===== src/rtl/pl_ifetch_if.sv =====
// Fetch-stage bus: combinational instruction-memory port, redirect request
// and the decode-side valid/ready head-of-queue handshake.
interface pl_ifetch_if;
    logic [31:0] imem_a;
    logic [31:0] imem_inst;
    logic        redirect;
    logic [31:0] redirect_pc;
    logic        d_ready;
    logic        d_valid;
    logic [31:0] d_inst;
    logic [31:0] d_pc;
    logic [31:0] d_pc4;

    modport master (
        output imem_a, d_valid, d_inst, d_pc, d_pc4,
        input  imem_inst, redirect, redirect_pc, d_ready
    );

    modport slave (
        input  imem_a, d_valid, d_inst, d_pc, d_pc4,
        output imem_inst, redirect, redirect_pc, d_ready
    );
endinterface


===== src/rtl/pl_ifetch.sv =====
// Pipelined instruction fetch: PC register feeding a 2-entry {pc, inst} FIFO.
// Define IFETCH_PERF_EN to add perf_fetch/perf_flush event counters.
module pl_ifetch #(
    parameter logic [31:0] RESET_PC = 32'h0000_0000
) (
    input  logic        clk,
    input  logic        clrn,
    pl_ifetch_if.master bus
`ifdef IFETCH_PERF_EN
    ,
    output logic [31:0] perf_fetch,
    output logic [31:0] perf_flush
`endif
);

    logic [31:0] pc_reg, pc_next;
    logic [1:0]  count_reg, count_next;
    logic        head_reg, head_next;
    logic [31:0] ent_pc_reg   [2];
    logic [31:0] ent_inst_reg [2];
    logic        pop, push, tail;
    logic        unused_ok;

    assign unused_ok = ^bus.redirect_pc[1:0];

    always_comb begin
        pop        = (count_reg != 2'd0) && bus.d_ready;
        push       = !bus.redirect && ((count_reg != 2'd2) || pop);
        // Tail slot is head + count modulo 2; when full it aliases the head being popped.
        tail       = head_reg ^ count_reg[0];
        pc_next    = pc_reg;
        count_next = count_reg;
        head_next  = head_reg;
        if (bus.redirect) begin
            pc_next    = {bus.redirect_pc[31:2], 2'b00};
            count_next = 2'd0;
            head_next  = 1'b0;
        end else begin
            if (push)
                pc_next = pc_reg + 32'd4;
            count_next = count_reg + {1'b0, push} - {1'b0, pop};
            head_next  = head_reg ^ pop;
        end
    end

    always_ff @(posedge clk or negedge clrn) begin
        if (!clrn) begin
            pc_reg    <= RESET_PC;
            count_reg <= 2'd0;
            head_reg  <= 1'b0;
        end else begin
            pc_reg    <= pc_next;
            count_reg <= count_next;
            head_reg  <= head_next;
        end
    end

    // Payload storage needs no reset: count gates every read.
    generate
        for (genvar gi = 0; gi < 2; gi++) begin : g_entry
            always_ff @(posedge clk) begin
                if (push && (tail == 1'(gi))) begin
                    ent_pc_reg[gi]   <= pc_reg;
                    ent_inst_reg[gi] <= bus.imem_inst;
                end
            end
        end
    endgenerate

    logic [31:0] head_pc;
    assign head_pc     = ent_pc_reg[head_reg];
    assign bus.imem_a  = pc_reg;
    assign bus.d_valid = (count_reg != 2'd0);
    assign bus.d_pc    = head_pc;
    assign bus.d_inst  = ent_inst_reg[head_reg];
    assign bus.d_pc4   = head_pc + 32'd4;

`ifdef IFETCH_PERF_EN
    logic [31:0] perf_fetch_reg, perf_flush_reg;

    always_ff @(posedge clk or negedge clrn) begin
        if (!clrn) begin
            perf_fetch_reg <= 32'd0;
            perf_flush_reg <= 32'd0;
        end else begin
            if (push)
                perf_fetch_reg <= perf_fetch_reg + 32'd1;
            if (bus.redirect)
                perf_flush_reg <= perf_flush_reg + 32'd1;
        end
    end

    assign perf_fetch = perf_fetch_reg;
    assign perf_flush = perf_flush_reg;
`endif

endmodule


===== src/flat_wrapper.sv =====
// flat-port wrapper written by rule: the top's interface ports become plain ports
module pl_ifetch_flat 
#(
    parameter logic [31:0] RESET_PC = 32'h0000_0000
)
  (clk, clrn, bus_imem_a, bus_d_valid, bus_d_inst, bus_d_pc, bus_d_pc4, bus_imem_inst, bus_redirect, bus_redirect_pc, bus_d_ready);
  pl_ifetch_if bus_i ();
  input  logic clk;
  input  logic clrn;
  output wire logic [$bits(bus_i.imem_a)-1:0] bus_imem_a;
  output wire logic [$bits(bus_i.d_valid)-1:0] bus_d_valid;
  output wire logic [$bits(bus_i.d_inst)-1:0] bus_d_inst;
  output wire logic [$bits(bus_i.d_pc)-1:0] bus_d_pc;
  output wire logic [$bits(bus_i.d_pc4)-1:0] bus_d_pc4;
  input wire logic [$bits(bus_i.imem_inst)-1:0] bus_imem_inst;
  input wire logic [$bits(bus_i.redirect)-1:0] bus_redirect;
  input wire logic [$bits(bus_i.redirect_pc)-1:0] bus_redirect_pc;
  input wire logic [$bits(bus_i.d_ready)-1:0] bus_d_ready;
  assign bus_imem_a = bus_i.imem_a;
  assign bus_d_valid = bus_i.d_valid;
  assign bus_d_inst = bus_i.d_inst;
  assign bus_d_pc = bus_i.d_pc;
  assign bus_d_pc4 = bus_i.d_pc4;
  assign bus_i.imem_inst = bus_imem_inst;
  assign bus_i.redirect = bus_redirect;
  assign bus_i.redirect_pc = bus_redirect_pc;
  assign bus_i.d_ready = bus_d_ready;
  pl_ifetch #(.RESET_PC(RESET_PC)) u_core (.clk(clk), .clrn(clrn), .bus(bus_i));
endmodule

===== config.mk =====
export PLATFORM = sky130hd
export DESIGN_NAME = pl_ifetch_flat
export DESIGN_NICKNAME = d
export VERILOG_FILES = /design/src/rtl/pl_ifetch_if.sv /design/src/rtl/pl_ifetch.sv /design/src/flat_wrapper.sv
export SDC_FILE = /design/constraint.sdc
export NUM_CORES = 1
export LEC_CHECK = 0
export ABC_AREA = 1
export CORE_MARGIN = 4
export CORE_UTILIZATION = 46
export CTS_BUF_LIST = sky130_fd_sc_hd__clkbuf_8
export DETAILED_ROUTE_END_ITERATION = 7
export PLACE_DENSITY = 0.75
export SETUP_SLACK_MARGIN = 0.15
export SLEW_MARGIN = 20
export SYNTH_ARGS = -nofsm -noshare
export SYNTH_HDL_FRONTEND = slang
export SYNTH_SLANG_ARGS = --single-unit
export TNS_END_PERCENT = 10

===== constraint.sdc =====
create_clock -name clk -period 4.8 [get_ports clk]
set_input_delay 1.2 -clock clk [delete_from_list [all_inputs] [get_ports clk]]
set_output_delay 1.2 -clock clk [all_outputs]
set_load 0.01 [all_outputs]

==> run summary <==
Initial antenna violation count: 0
Register area share after synthesis: 54.83%
Synth Cell Area: 8297 µm²
Syn Inst Count: 1,002
CTS tree: yes
Run status: completed
RePlAce Congestion: 0.8975
Largest net degree at the start of global routing: 63
Post-synth top area share: 44.88%
PwrDens: 341.5 nW/µm²
Share of cells above drive strength 1: 7.546%
Actual transition at the worst max-transition pin: 0.8543 ns
Post-synth EDFFs: 124
Yosys reg bits: 157
Cell family with most CP delay: buffers and inverters
Clock Skew: 0.01511 ns
Vias per cell: 4.987
Fin. Hold Viols: 0
Fmax: 227.0 MHz
Vias in the first global route: 6,565
Wire per inst: 15.33 µm
Worst reg-to-reg setup slack: 2.56 ns
Worst rel slew slack: 43.04%
Hold Path Class: reg -> reg
Count leader, synth: nand2_1
CP Max Fanout: 33
Worst path buffer plus inverter count: 3
Core region area: 17,480 µm²
Startpoint types: flop
Fin Hold WS: 0.6055 ns
Vias: 7,137
Unrepaired setup endpoints after global routing: false
Critical-path cell list: inv_8 -> buf_4 -> nand2_2 -> nand2_2 -> nand2_1 -> nor2_2 -> nand2_1 -> nor2_2 -> nand3_1 -> nand2_1 -> clkdlybuf4s50_1
Max Transition Viols Final: 0
Syn_area_per_cell: 8.280 µm²
Synth warnings: 0
Post-synth top cells: nand2_1, edfxtp_1, nor2_1, inv_1, nand3_1
Fin nets: 1,264
DRT Pass-1 Iters: 7
Initial Util: 47.47%
Cell taking the most area after synthesis: edfxtp_1
All-layer global routing usage: 21.45%
FF-to-FF path depth: 4
Crit path top cell by count: nand2_1
Fin cells: 1,431
Crit. End Element: output pin
ANT nets after route: 0
Library cells used by synthesis: 36
Worst Hold Launch: u_core.count_reg[1]
CTS Buf Count: 17
DIE AREA: 20,250 µm²
Area Overhead vs Synth: 30.04%
I/O Pins: 197
RR Startpoint: u_core.head_reg
Worst hold stages: 2
Die Height: 142.3 µm
Top cells by area, synth: edfxtp_1, nand2_1, dfrtp_1
Final setup vio count: 0
Root Buffer: clkbuf_8
N_diodes: 0
R2R Path End: u_core.ent_pc_reg[0][16]
Reg clk slew, reported paths: 0.09 ns
Ys async rst share: 21.02%
Num Clock Sinks: 157
Global route overflow: 0
First-pass GRT wire length: 34.13 mm
Leakage: 4.563 nW
H-tree depth: 4
Max-cap violation count: 0
Die Wd: 142.3 µm
HPWL after DPL: 16.32 mm
Initial DRC Count: 403
Final setup TNS: 0 ns
WL final: 21.94 mm
Worst Path Arrival: 3.21 ns
Final Cycle Share: 91.77%
Critical Path RT: 3.60 ns
Worst hold path endpoint: u_core.count_reg[1]
Cells after DPL: 1,399
Critical-path top delay cell: dfrtp_4
Min Clock Period, post-route: 4.405 ns
CTS max path bufs: 2
Worst-skew pair later-pin latency: 0.45 ns
Crit Path Class: reg -> out
Filler instances: 1,504
Rows: 48
Worst vdd ir: 0.0001972 V
DRC violations left: 0
Post-CTS setup buffers: 0
Worst path max stage delay: 0.62 ns
Max reg flops: 64
Port Buf Inserts: 188
Top_reg_cell synth: edfxtp_1
-- stage by stage --
| step | util, % | setup slack (ns) | cell area [µm²] | power (W) |
|---|---|---|---|---|
| 6_report | 61.73 | 0.3949 | 10790 | 0.003684 |
| 5_1_grt | 61.73 | 0.1520 | 10790 | 0.003863 |
| 4_1_cts | 61.70 | 0.3047 | 10780 | 0.003700 |
| 3_5_place_dp | 59.34 | 0.7978 | 10370 | 0.002698 |
| 3_3_place_gp | 59.34 | 0.8355 | 10370 | 0.002676 |
| 2_1_floorplan | - | 0.08247 | 8318 | 0.002201 |
-- timing repair --
| item | in CTS | in global routing |
|---|---|---|
| hold buffers | 0 | 0 |
| resized for setup | 0 | 2 |
| setup endpoints to repair | 0 | 3 |
-- cell type report --
cell class	count	area [µm²]	area share, %
Tap cell	225	281.5	2.609
Multi-Input combinational cell	730	3227	29.91
Sequential cell	157	4553	42.20
Clock inverter	15	178.9	1.658
Inverter	89	341.6	3.166
Timing Repair Buffer	198	1973	18.29
Clock buffer	17	234.0	2.169
-- power by group --
part           internal (W)  total (W)  leakage (nW)  switching [W]
registers           0.00162    0.00173          1.56       0.000103
logic              0.000425   0.000939          2.79       0.000515
clock network      0.000485    0.00102         0.214       0.000534
-- kinds of logic (layout without fill, tap and decap cells) --
family | count (synthesis) | count (layout) | share of synthesized area [%]
flip-flops | 157 | 157 | 54.83
buffers and inverters | 120 | 319 | 6.680
other | 1 | 6 | 0.04520
AND/OR/NAND/NOR | 663 | 663 | 32.97
AO/OA/AOI/OAI | 31 | 31 | 2.172
adder cells (fa/ha/maj) | 3 | 3 | 0.4525
XOR/XNOR | 27 | 27 | 2.850
-- worst register-to-register path: stages (launching register included) --
cell	delay (ns)
dfrtp_4	0.62
xnor2_1	0.35
inv_1	0.12
nor2_4	0.49
buf_12	0.34
-- metal layers --
layer	vias up	track usage, %	routed length [µm]
met5	-	0	0
met1	3312	28.71	9297
met3	28	3.999	1417
met2	250	35.38	10740
met4	0	7.304	480
li1	3547	-	-
-- layout by cell type, fill, tap and decap left out, drive strengths merged --
cell / instances
a21oi: 5
a31oi: 1
and2: 1
and3: 1
buf: 10
bufinv: 2
clkbuf: 17
clkdlybuf4s50: 188
clkinv: 5
conb: 6
dfrtp: 33
edfxtp: 124
ha: 3
inv: 97
nand2: 472
nand3: 55
nand3b: 3
nand4: 8
nor2: 119
nor3: 3
o211ai: 4
o21ai: 17
o21bai: 4
or2: 1
xnor2: 3
xor2: 24
-- how the worst max path moves through the flow --
stage	start	cells after the start	to
after detailed placement	u_core.head_reg	11	bus_d_pc4[31]
after global placement	u_core.head_reg	11	bus_d_pc4[31]
final	u_core.head_reg	11	bus_d_pc4[31]
after CTS	u_core.head_reg	11	bus_d_pc4[31]
after floorplan	bus_redirect	4	u_core.ent_inst_reg[1][0]
after global routing	u_core.head_reg	9	bus_d_pc4[16]
No activity file was read; power rests on OpenSTA's default activity.
